<file path="src/rtl/rx_anc_pkg.sv">
// rtl/rx_anc_pkg.sv - shared types and constants for the RX ANC hop sequencer
package rx_anc_pkg;

  typedef enum logic [2:0] {
    IDLE,
    LOAD,
    RESET,
    GAP,
    RUN,
    DONE
  } state_t;

  localparam logic [7:0] ADDR_SCALE    = 8'h00;
  localparam logic [7:0] ADDR_NSAMP    = 8'h01;
  localparam logic [7:0] ADDR_NHOPS    = 8'h02;
  localparam logic [7:0] ADDR_LOOP     = 8'h03;
  localparam logic [7:0] ADDR_HOP_BASE = 8'h10;

  localparam int HOP_TABLE_LOG2  = 4;
  localparam int HOP_TABLE_DEPTH = 1 << HOP_TABLE_LOG2;

endpackage

</file>
<file path="src/rtl/rx_anc_hop_seq_if.sv">
// rtl/rx_anc_hop_seq_if.sv - settings bus and sample stream bundle for the hop sequencer
interface rx_anc_hop_seq_if;

  logic        set_stb;
  logic [7:0]  set_addr;
  logic [31:0] set_data;

  logic        s_tvalid;
  logic        s_tready;
  logic        m_tvalid;
  logic        m_tlast;
  logic        m_tready;

  modport master (
    output set_stb, set_addr, set_data, s_tvalid, m_tready,
    input  s_tready, m_tvalid, m_tlast
  );

  modport slave (
    input  set_stb, set_addr, set_data, s_tvalid, m_tready,
    output s_tready, m_tvalid, m_tlast
  );

endinterface

</file>
<file path="src/rtl/rx_anc_hop_table.sv">
// rtl/rx_anc_hop_table.sv - phase increment table, one write port, one registered read port
module rx_anc_hop_table #(
  parameter int PHASE_WIDTH = 24,
  parameter int NHOP_LOG2   = 4
) (
  input  logic                   clk,
  input  logic                   reset,
  input  logic                   wr_en,
  input  logic [NHOP_LOG2-1:0]   wr_addr,
  input  logic [PHASE_WIDTH-1:0] wr_data,
  input  logic                   rd_en,
  input  logic [NHOP_LOG2-1:0]   rd_addr,
  output logic [PHASE_WIDTH-1:0] rd_data
);

  logic [PHASE_WIDTH-1:0] mem [1 << NHOP_LOG2];

  // Table contents are not reset; only the settings bus fills them
  always_ff @(posedge clk) begin
    if (wr_en) mem[wr_addr] <= wr_data;
  end

  // Read register doubles as the held phase increment; it only moves when rd_en is high
  always_ff @(posedge clk) begin
    if (reset)      rd_data <= '0;
    else if (rd_en) rd_data <= mem[rd_addr];
  end

endmodule

</file>
<file path="src/rtl/rx_anc_hop_seq.sv">
// rtl/rx_anc_hop_seq.sv - symbol/hop sequencer; RX_ANC_HOP_SEQ_STATUS_EN adds status counters
module rx_anc_hop_seq
  import rx_anc_pkg::*;
#(
  parameter int PHASE_WIDTH = 24,
  parameter int DATA_WIDTH  = 16,
  parameter int NSAMP_WIDTH = 16,
  parameter int NHOP_LOG2   = 4,
  parameter int GAP_CYCLES  = 4
) (
  input  logic                   clk,
  input  logic                   reset,
  rx_anc_hop_seq_if.slave        bus,
  input  logic                   start,
  input  logic                   abort,
  output logic [PHASE_WIDTH-1:0] ppm_val,
  output logic [DATA_WIDTH-1:0]  scale_val,
  output logic                   srst,
  output logic [NHOP_LOG2-1:0]   hop_idx,
  output logic                   busy,
  output logic                   done
`ifdef RX_ANC_HOP_SEQ_STATUS_EN
  ,
  output logic [31:0]            stat_symbols,
  output logic                   stat_stall
`endif
);

  localparam int GAP_W = (GAP_CYCLES > 2) ? $clog2(GAP_CYCLES) : 1;
  localparam logic [GAP_W-1:0] GAP_LAST = GAP_W'(GAP_CYCLES - 2);

  state_t                 state, state_next;
  logic [NHOP_LOG2-1:0]   hop_next;
  logic [DATA_WIDTH-1:0]  scale_reg;
  logic [NSAMP_WIDTH-1:0] nsamp_reg, run_nsamp, samp_cnt;
  logic [NHOP_LOG2-1:0]   nhops_m1_reg, run_nhops_m1;
  logic                   loop_reg;
  logic [GAP_W-1:0]       gap_cnt;
  logic                   abort_d;
  logic                   beat, last_beat, start_ok;
  logic [7:0]             hop_off;
  logic                   hop_wr;
  logic                   unused_set_bits;

  assign hop_off = bus.set_addr - ADDR_HOP_BASE;
  assign hop_wr  = bus.set_stb && (bus.set_addr >= ADDR_HOP_BASE) &&
                   ({1'b0, hop_off} < 9'(1 << NHOP_LOG2));
  assign unused_set_bits = ^bus.set_data;

  assign beat      = (state == RUN) && bus.s_tvalid && bus.m_tready;
  assign last_beat = beat && (samp_cnt == run_nsamp - NSAMP_WIDTH'(1));
  assign start_ok  = (state == IDLE) && start && !abort;

  rx_anc_hop_table #(
    .PHASE_WIDTH (PHASE_WIDTH),
    .NHOP_LOG2   (NHOP_LOG2)
  ) u_table (
    .clk     (clk),
    .reset   (reset),
    .wr_en   (hop_wr),
    .wr_addr (hop_off[NHOP_LOG2-1:0]),
    .wr_data (bus.set_data[PHASE_WIDTH-1:0]),
    .rd_en   (state == LOAD),
    .rd_addr (hop_idx),
    .rd_data (ppm_val)
  );

  // Settings registers; a zero sample count is stored as one so a symbol is never empty
  always_ff @(posedge clk) begin
    if (reset) begin
      scale_reg    <= DATA_WIDTH'(1);
      nsamp_reg    <= NSAMP_WIDTH'(1);
      nhops_m1_reg <= '0;
      loop_reg     <= 1'b0;
    end else if (bus.set_stb) begin
      case (bus.set_addr)
        ADDR_SCALE: scale_reg    <= bus.set_data[DATA_WIDTH-1:0];
        ADDR_NSAMP: nsamp_reg    <= (bus.set_data[NSAMP_WIDTH-1:0] == '0) ?
                                    NSAMP_WIDTH'(1) : bus.set_data[NSAMP_WIDTH-1:0];
        ADDR_NHOPS: nhops_m1_reg <= bus.set_data[NHOP_LOG2-1:0];
        ADDR_LOOP:  loop_reg     <= bus.set_data[0];
        default:    ;
      endcase
    end
  end

  // Sequencer state register
  always_ff @(posedge clk) begin
    if (reset) state <= IDLE;
    else       state <= state_next;
  end

  // Next state, next hop and stream gating; abort overrides everything
  always_comb begin
    state_next   = state;
    hop_next     = hop_idx;
    bus.m_tvalid = 1'b0;
    bus.s_tready = 1'b0;
    bus.m_tlast  = 1'b0;
    srst         = (state == RESET) || abort_d;
    busy         = (state != IDLE);
    done         = (state == DONE);
    case (state)
      IDLE: if (start) begin
        state_next = LOAD;
        hop_next   = '0;
      end
      LOAD:  state_next = RESET;
      RESET: state_next = GAP;
      GAP:   if (gap_cnt == GAP_LAST) state_next = RUN;
      RUN: begin
        bus.m_tvalid = bus.s_tvalid;
        bus.s_tready = bus.m_tready;
        bus.m_tlast  = (samp_cnt == run_nsamp - NSAMP_WIDTH'(1));
        if (last_beat) begin
          if (hop_idx >= run_nhops_m1) begin
            if (loop_reg) begin
              hop_next   = '0;
              state_next = LOAD;
            end else begin
              state_next = DONE;
            end
          end else begin
            hop_next   = hop_idx + NHOP_LOG2'(1);
            state_next = LOAD;
          end
        end
      end
      DONE:    state_next = IDLE;
      default: state_next = IDLE;
    endcase
    if (abort) begin
      state_next = IDLE;
      hop_next   = '0;
    end
  end

  // Per-symbol counters and per-run snapshots of the settings
  always_ff @(posedge clk) begin
    if (reset) begin
      hop_idx      <= '0;
      samp_cnt     <= '0;
      gap_cnt      <= '0;
      run_nsamp    <= NSAMP_WIDTH'(1);
      run_nhops_m1 <= '0;
      scale_val    <= '0;
      abort_d      <= 1'b0;
    end else begin
      abort_d <= abort;
      hop_idx <= hop_next;
      if (start_ok) scale_val <= scale_reg;
      if (state == LOAD) begin
        samp_cnt     <= '0;
        run_nsamp    <= nsamp_reg;
        run_nhops_m1 <= nhops_m1_reg;
      end else if (beat) begin
        samp_cnt <= samp_cnt + NSAMP_WIDTH'(1);
      end
      if (state == RESET)    gap_cnt <= '0;
      else if (state == GAP) gap_cnt <= gap_cnt + GAP_W'(1);
    end
  end

`ifdef RX_ANC_HOP_SEQ_STATUS_EN
  logic [NSAMP_WIDTH:0] stall_cnt;

  // Completed-symbol count and sticky stall flag, both cleared by an accepted start
  always_ff @(posedge clk) begin
    if (reset || start_ok) begin
      stat_symbols <= '0;
      stat_stall   <= 1'b0;
      stall_cnt    <= '0;
    end else begin
      if (last_beat && stat_symbols != '1) stat_symbols <= stat_symbols + 32'd1;
      if (state == RUN && !bus.s_tvalid) begin
        if (stall_cnt != '1) stall_cnt <= stall_cnt + 1'b1;
        if (stall_cnt >= {1'b0, run_nsamp}) stat_stall <= 1'b1;
      end else begin
        stall_cnt <= '0;
      end
    end
  end
`endif

endmodule
</file>
<file path="src/flat_wrapper.sv">
// flat-port wrapper written by rule: the top's interface ports become plain ports
module rx_anc_hop_seq_flat import rx_anc_pkg::*;
#(
  parameter int PHASE_WIDTH = 24,
  parameter int DATA_WIDTH  = 16,
  parameter int NSAMP_WIDTH = 16,
  parameter int NHOP_LOG2   = 4,
  parameter int GAP_CYCLES  = 4
)
  (clk, reset, start, abort, ppm_val, scale_val, srst, hop_idx, busy, done, bus_set_stb, bus_set_addr, bus_set_data, bus_s_tvalid, bus_m_tready, bus_s_tready, bus_m_tvalid, bus_m_tlast);
  rx_anc_hop_seq_if bus_i ();
  input  logic clk;
  input  logic reset;
  input  logic start;
  input  logic abort;
  output logic [PHASE_WIDTH-1:0] ppm_val;
  output logic [DATA_WIDTH-1:0] scale_val;
  output logic srst;
  output logic [NHOP_LOG2-1:0] hop_idx;
  output logic busy;
  output logic done;
  input wire logic [$bits(bus_i.set_stb)-1:0] bus_set_stb;
  input wire logic [$bits(bus_i.set_addr)-1:0] bus_set_addr;
  input wire logic [$bits(bus_i.set_data)-1:0] bus_set_data;
  input wire logic [$bits(bus_i.s_tvalid)-1:0] bus_s_tvalid;
  input wire logic [$bits(bus_i.m_tready)-1:0] bus_m_tready;
  output wire logic [$bits(bus_i.s_tready)-1:0] bus_s_tready;
  output wire logic [$bits(bus_i.m_tvalid)-1:0] bus_m_tvalid;
  output wire logic [$bits(bus_i.m_tlast)-1:0] bus_m_tlast;
  assign bus_i.set_stb = bus_set_stb;
  assign bus_i.set_addr = bus_set_addr;
  assign bus_i.set_data = bus_set_data;
  assign bus_i.s_tvalid = bus_s_tvalid;
  assign bus_i.m_tready = bus_m_tready;
  assign bus_s_tready = bus_i.s_tready;
  assign bus_m_tvalid = bus_i.m_tvalid;
  assign bus_m_tlast = bus_i.m_tlast;
  rx_anc_hop_seq #(.PHASE_WIDTH(PHASE_WIDTH), .DATA_WIDTH(DATA_WIDTH), .NSAMP_WIDTH(NSAMP_WIDTH), .NHOP_LOG2(NHOP_LOG2), .GAP_CYCLES(GAP_CYCLES)) u_core (.clk(clk), .reset(reset), .bus(bus_i), .start(start), .abort(abort), .ppm_val(ppm_val), .scale_val(scale_val), .srst(srst), .hop_idx(hop_idx), .busy(busy), .done(done));
endmodule
</file>
<file path="config.mk">
export PLATFORM = sky130hd
export DESIGN_NAME = rx_anc_hop_seq_flat
export DESIGN_NICKNAME = d
export VERILOG_FILES = /design/src/rtl/rx_anc_pkg.sv /design/src/rtl/rx_anc_hop_seq_if.sv /design/src/rtl/rx_anc_hop_table.sv /design/src/rtl/rx_anc_hop_seq.sv /design/src/flat_wrapper.sv
export SDC_FILE = /design/constraint.sdc
export NUM_CORES = 1
export LEC_CHECK = 0
export CORE_ASPECT_RATIO = 0.75
export CORE_MARGIN = 2
export CORE_UTILIZATION = 50
export DETAILED_ROUTE_END_ITERATION = 7
export GPL_TIMING_DRIVEN = 0
export HOLD_SLACK_MARGIN = 0.06
export PLACE_DENSITY = 0.72
export SLEW_MARGIN = 0
export SYNTH_ARGS = -nofsm -noshare
export SYNTH_HDL_FRONTEND = slang
export SYNTH_HIERARCHICAL = 1
export SYNTH_SLANG_ARGS = --single-unit
</file>
<file path="constraint.sdc">
create_clock -name clk -period 4.24 [get_ports clk]
set_clock_uncertainty 0.15 [all_clocks]
set_input_delay 0.636 -clock clk [delete_from_list [all_inputs] [get_ports clk]]
set_output_delay 0.636 -clock clk [all_outputs]
set_load 0.02 [all_outputs]
</file>
==> run_results.csv <==
group,metric,value,unit
global_route,grt_pass1_wl,72.46,mm
finish,largest-register,"u_core/u_table/mem",
detailed_routing,wl_per_cell,21.95,um
finish,regArea,14000,um^2
finish,nets,1677,
setup_path,slowest_delay,0.50,ns
clock_tree,cts_buffers,49,
clock_tree,clkLatencyLatePin,0.56,ns
power_and_ir_drop,combPwrFrac,2.6,%
power_and_ir_drop,p_leak,7.502,nW
power_and_ir_drop,seqPwrFrac,53.6,%
sta,worst_pin_slew,1.534,ns
setup_path,cp-end-kind,"output pin",
setup_path,cp_max_fo,8,
global_route,grt_max_degree,25,
logic_synthesis,syn_avg_cell_area,13.75,um^2
logic_synthesis,seq_area_frac_synth,69.23,%
global_route,grt_use_total,22.78,%
finish,drive_above_1_share,9.140,%
sta,final-setup-viol-count,0,
clock_tree,cts_htree_levels,2,
detailed_routing,routed_via_density,5.801,
sta,drv_slew,6,
die,core_area,39730,um^2
logic_synthesis,synth.distinct_cells,69,
die,rows,63,
placement,io_buffers,88,
setup_path,worstPathRequired,3.45,ns
setup_path,critPathLaunchType,"register",
die,die_area,42070,um^2
logic_synthesis,ys_ff_latch,507,
clock_tree,hold_buffers,0,
die,die_w,236.2,um
placement,place_inst,2090,
global_route,antenna_found_initial,0,
sta,fin_crit,4.066,ns
die,num_io_pins,97,
setup_path,rr_startpoint,"u_core/run_nsamp[0]$_SDFFE_PP1P_",
power_and_ir_drop,power_density,422.1,nW/um^2
finish,multi_input_area,5798,um^2
placement,dp_hpwl,31.66,mm
sta,clock.fmax,245.9,MHz
setup_path,criticalPathCategory,"reg -> out",
die,die_h,178.1,um
detailed_routing,ant_nets,0,
logic_synthesis,synth_warnings,6,
finish,final_util,59.67,%
global_route,grt_pass1_vias,12394,
clock_tree,clkTransAtPathRegs,0.07,ns
logic_synthesis,synth_edf_count,384,
detailed_routing,vias,12664,
clock_tree,clockBufferDepth,3,
power_and_ir_drop,intPower,0.008016,W
run,maxCapViolCount,1,
sta,rsz0062_at_grt,"false",
outcome,outcome,"finished with violations",
sta,period_share,95.91,%
setup_path,crit_chain,"inv_2, ha_4, or4b_1, buf_4, or4_1, o311ai_1, a41oi_1, a2111o_1, nor3_2, buf_4",
finish,fin_cells,2183,
outcome,violations,"max-capacitance violations, max-slew violations",
setup_path,crit_top_cell,"buf_4",
power_and_ir_drop,switching_share,19.88,%
logic_synthesis,syn_area,20210,um^2
setup_path,slowest_stage,"or4_1",
finish,syn_to_final_growth,17.28,%
placement,placed_cell_area,22040,um^2
detailed_routing,drt_iter0_drc,1251,
clock_tree,cts_tree,"yes",
worst_hold_path,worstHoldStart,"u_core/scale_reg[0]$_SDFFE_PP1P_",
clock_tree,cts_root_buffer,"clkbuf_16",
power_and_ir_drop,p_sw,0.001989,W
setup_path,crit_start,"u_core/run_nsamp[0]$_SDFFE_PP1P_",
logic_synthesis,syn_nets,1525,
finish,largest_reg_flops,384,
logic_synthesis,synth_cells,1470,
placement,place_congestion,0.8313,
power_and_ir_drop,irDropWorstVdd,0.3660,mV
detailed_routing,firstDrtPassIters,5,
global_route,overflow,0,
finish,stdcell_area,23710,um^2
worst_hold_path,hold_class,"reg -> reg",
sta,finalHoldViolCount,0,
detailed_routing,drc,0,
power_and_ir_drop,power_frac_clock,43.8,%
sta,timing.slew.headroom,-3.187,%
logic_synthesis,ys.flop_type,"edfxtp_1",
clock_tree,clock-sinks,507,
detailed_routing,wirelength,47.91,mm
finish,n_antenna_cell,0,
finish,nFillCells,3067,
finish,top_regs,"u_core/u_table/mem (384), u_core/u_table/rd_data (24)",
setup_path,arrival,3.28,ns
logic_synthesis,async_reset_ff_share,0,%
sta,timing.hold.ws,0.3058,ns
power_and_ir_drop,p_total,0.01001,W
die,initial_core_util,50.88,%
[metal layers]
layer  part of all wire, %  vias to the layer above  wire, um  GRT usage [%]
li1                      -                     5795         -              -
met1                    45                     6302     21620          32.89
met5                     0                        -         0         0.3497
met3                   8.0                       66      3821          4.271
met4                   2.3                        0      1106          6.804
met2                    45                      501     21370          35.36
[layout make-up]
type,count,area share (%)
Clock buffer,70,5.853
Inverter,13,0.2058
Multi-Input combinational cell,871,24.46
Timing Repair Buffer,101,4.581
Clock inverter,22,1.013
Buffer,79,2.101
Tap cell,520,2.745
Sequential cell,507,59.04
[worst max-delay path: cells and delay by family, from the launching register on]
family,cells,cell delay (ns)
adders and majority gates,1,0.16
AOI/OAI and AO/OA,3,0.69
and+or+nand+nor,3,1.06
buffers and inverters,3,0.43
DFF,1,0.36
[power groups by stage]
stage	logic [W]	clock network, W	registers, W
global placement	0.000240	0	0.00547
detailed placement	0.000253	0	0.00547
floorplan	0.0000783	0	0.00547
global route	0.000280	0.00465	0.00536
finish	0.000262	0.00438	0.00536
CTS	0.000258	0.00443	0.00536
[final timing paths]
kind / endpoint / slack [ns] / depth (start not counted)
worst min register to register: u_core/scale_val[0]$_SDFFE_PP0P_ / 0.31 / 2
worst max register to register: u_core/hop_idx[3]$_SDFFE_PP0P_ / 0.50 / 11
worst min-delay path: u_core/scale_val[0]$_SDFFE_PP0P_ / 0.31 / 2
worst max-delay path: bus_m_tlast / 0.17 / 10
[metrics by stage]
step / setup TNS, ns / worst slack, ns
floorplan: 0 / 0.06497
global placement: -279.79 / -1.734
detailed placement: -0.8085 / -0.1017
CTS: 0 / 0.04570
global route: 0 / 0.005403
finish: 0 / 0.1736
[cells in the mapped netlist (10+ instances only)]
library cell    n  area, um^2
a21oi_1        97       485.5
a22oi_1        72       540.5
buf_2          11       55.05
buf_6          14       157.7
clkbuf_1       43       161.4
dfxtp_1       123        2462
edfxtp_1      384       11530
inv_1          13       48.80
mux2i_1       198        1982
nand2_1       201       754.5
nand3_1        80       400.4
nor2_1         55       206.5
nor3_1         11       55.05
o21ai_0        10       50.05
xor2_1         19       166.4
[cell families after synthesis]
kind of cell	count (synthesis)	synth area share [%]
xor+xnor	29	1.325
flops	507	69.23
mux	198	9.805
compound gates	208	6.512
fa+ha+maj	8	0.4952
buf+inv	92	2.693
simple gates	428	9.941
[layout by cell type, fill, tap and decap left out, types with 4 or more instances in the layout]
cell type,count
bufinv_16,5
and3_1,8
buf_8,4
inv_1,11
nor3_2,5
xor2_1,19
o21ai_0,10
clkbuf_8,4
buf_16,4
nor2_1,43
buf_2,10
a21oi_1,97
nand3_1,80
nor4_1,7
nand2b_1,9
clkbuf_16,51
clkinv_2,4
ha_1,7
a22oi_1,72
nand2_1,201
clkbuf_1,58
dfxtp_1,121
and2_1,6
nand4_1,4
or2_2,4
nor3_1,6
buf_6,22
buf_4,7
nor3b_1,5
edfxtp_1,384
mux2i_1,198
clkinv_1,8
nor2b_1,4
nor2_4,10
nand3b_1,9
clkdlybuf4s50_1,87
xnor2_1,9
[timing repair]
| action | in CTS | in global routing |
|---|---|---|
| endpoints found under the setup margin | 1 | 1 |
| endpoints found under the hold margin | 0 | 0 |
| pin swaps | 1 | 3 |
| gates cloned | 0 | 0 |
| buffers inserted | 1 | 0 |
| resized for setup | 7 | 9 |
No activity file was read; power rests on OpenSTA's default activity.
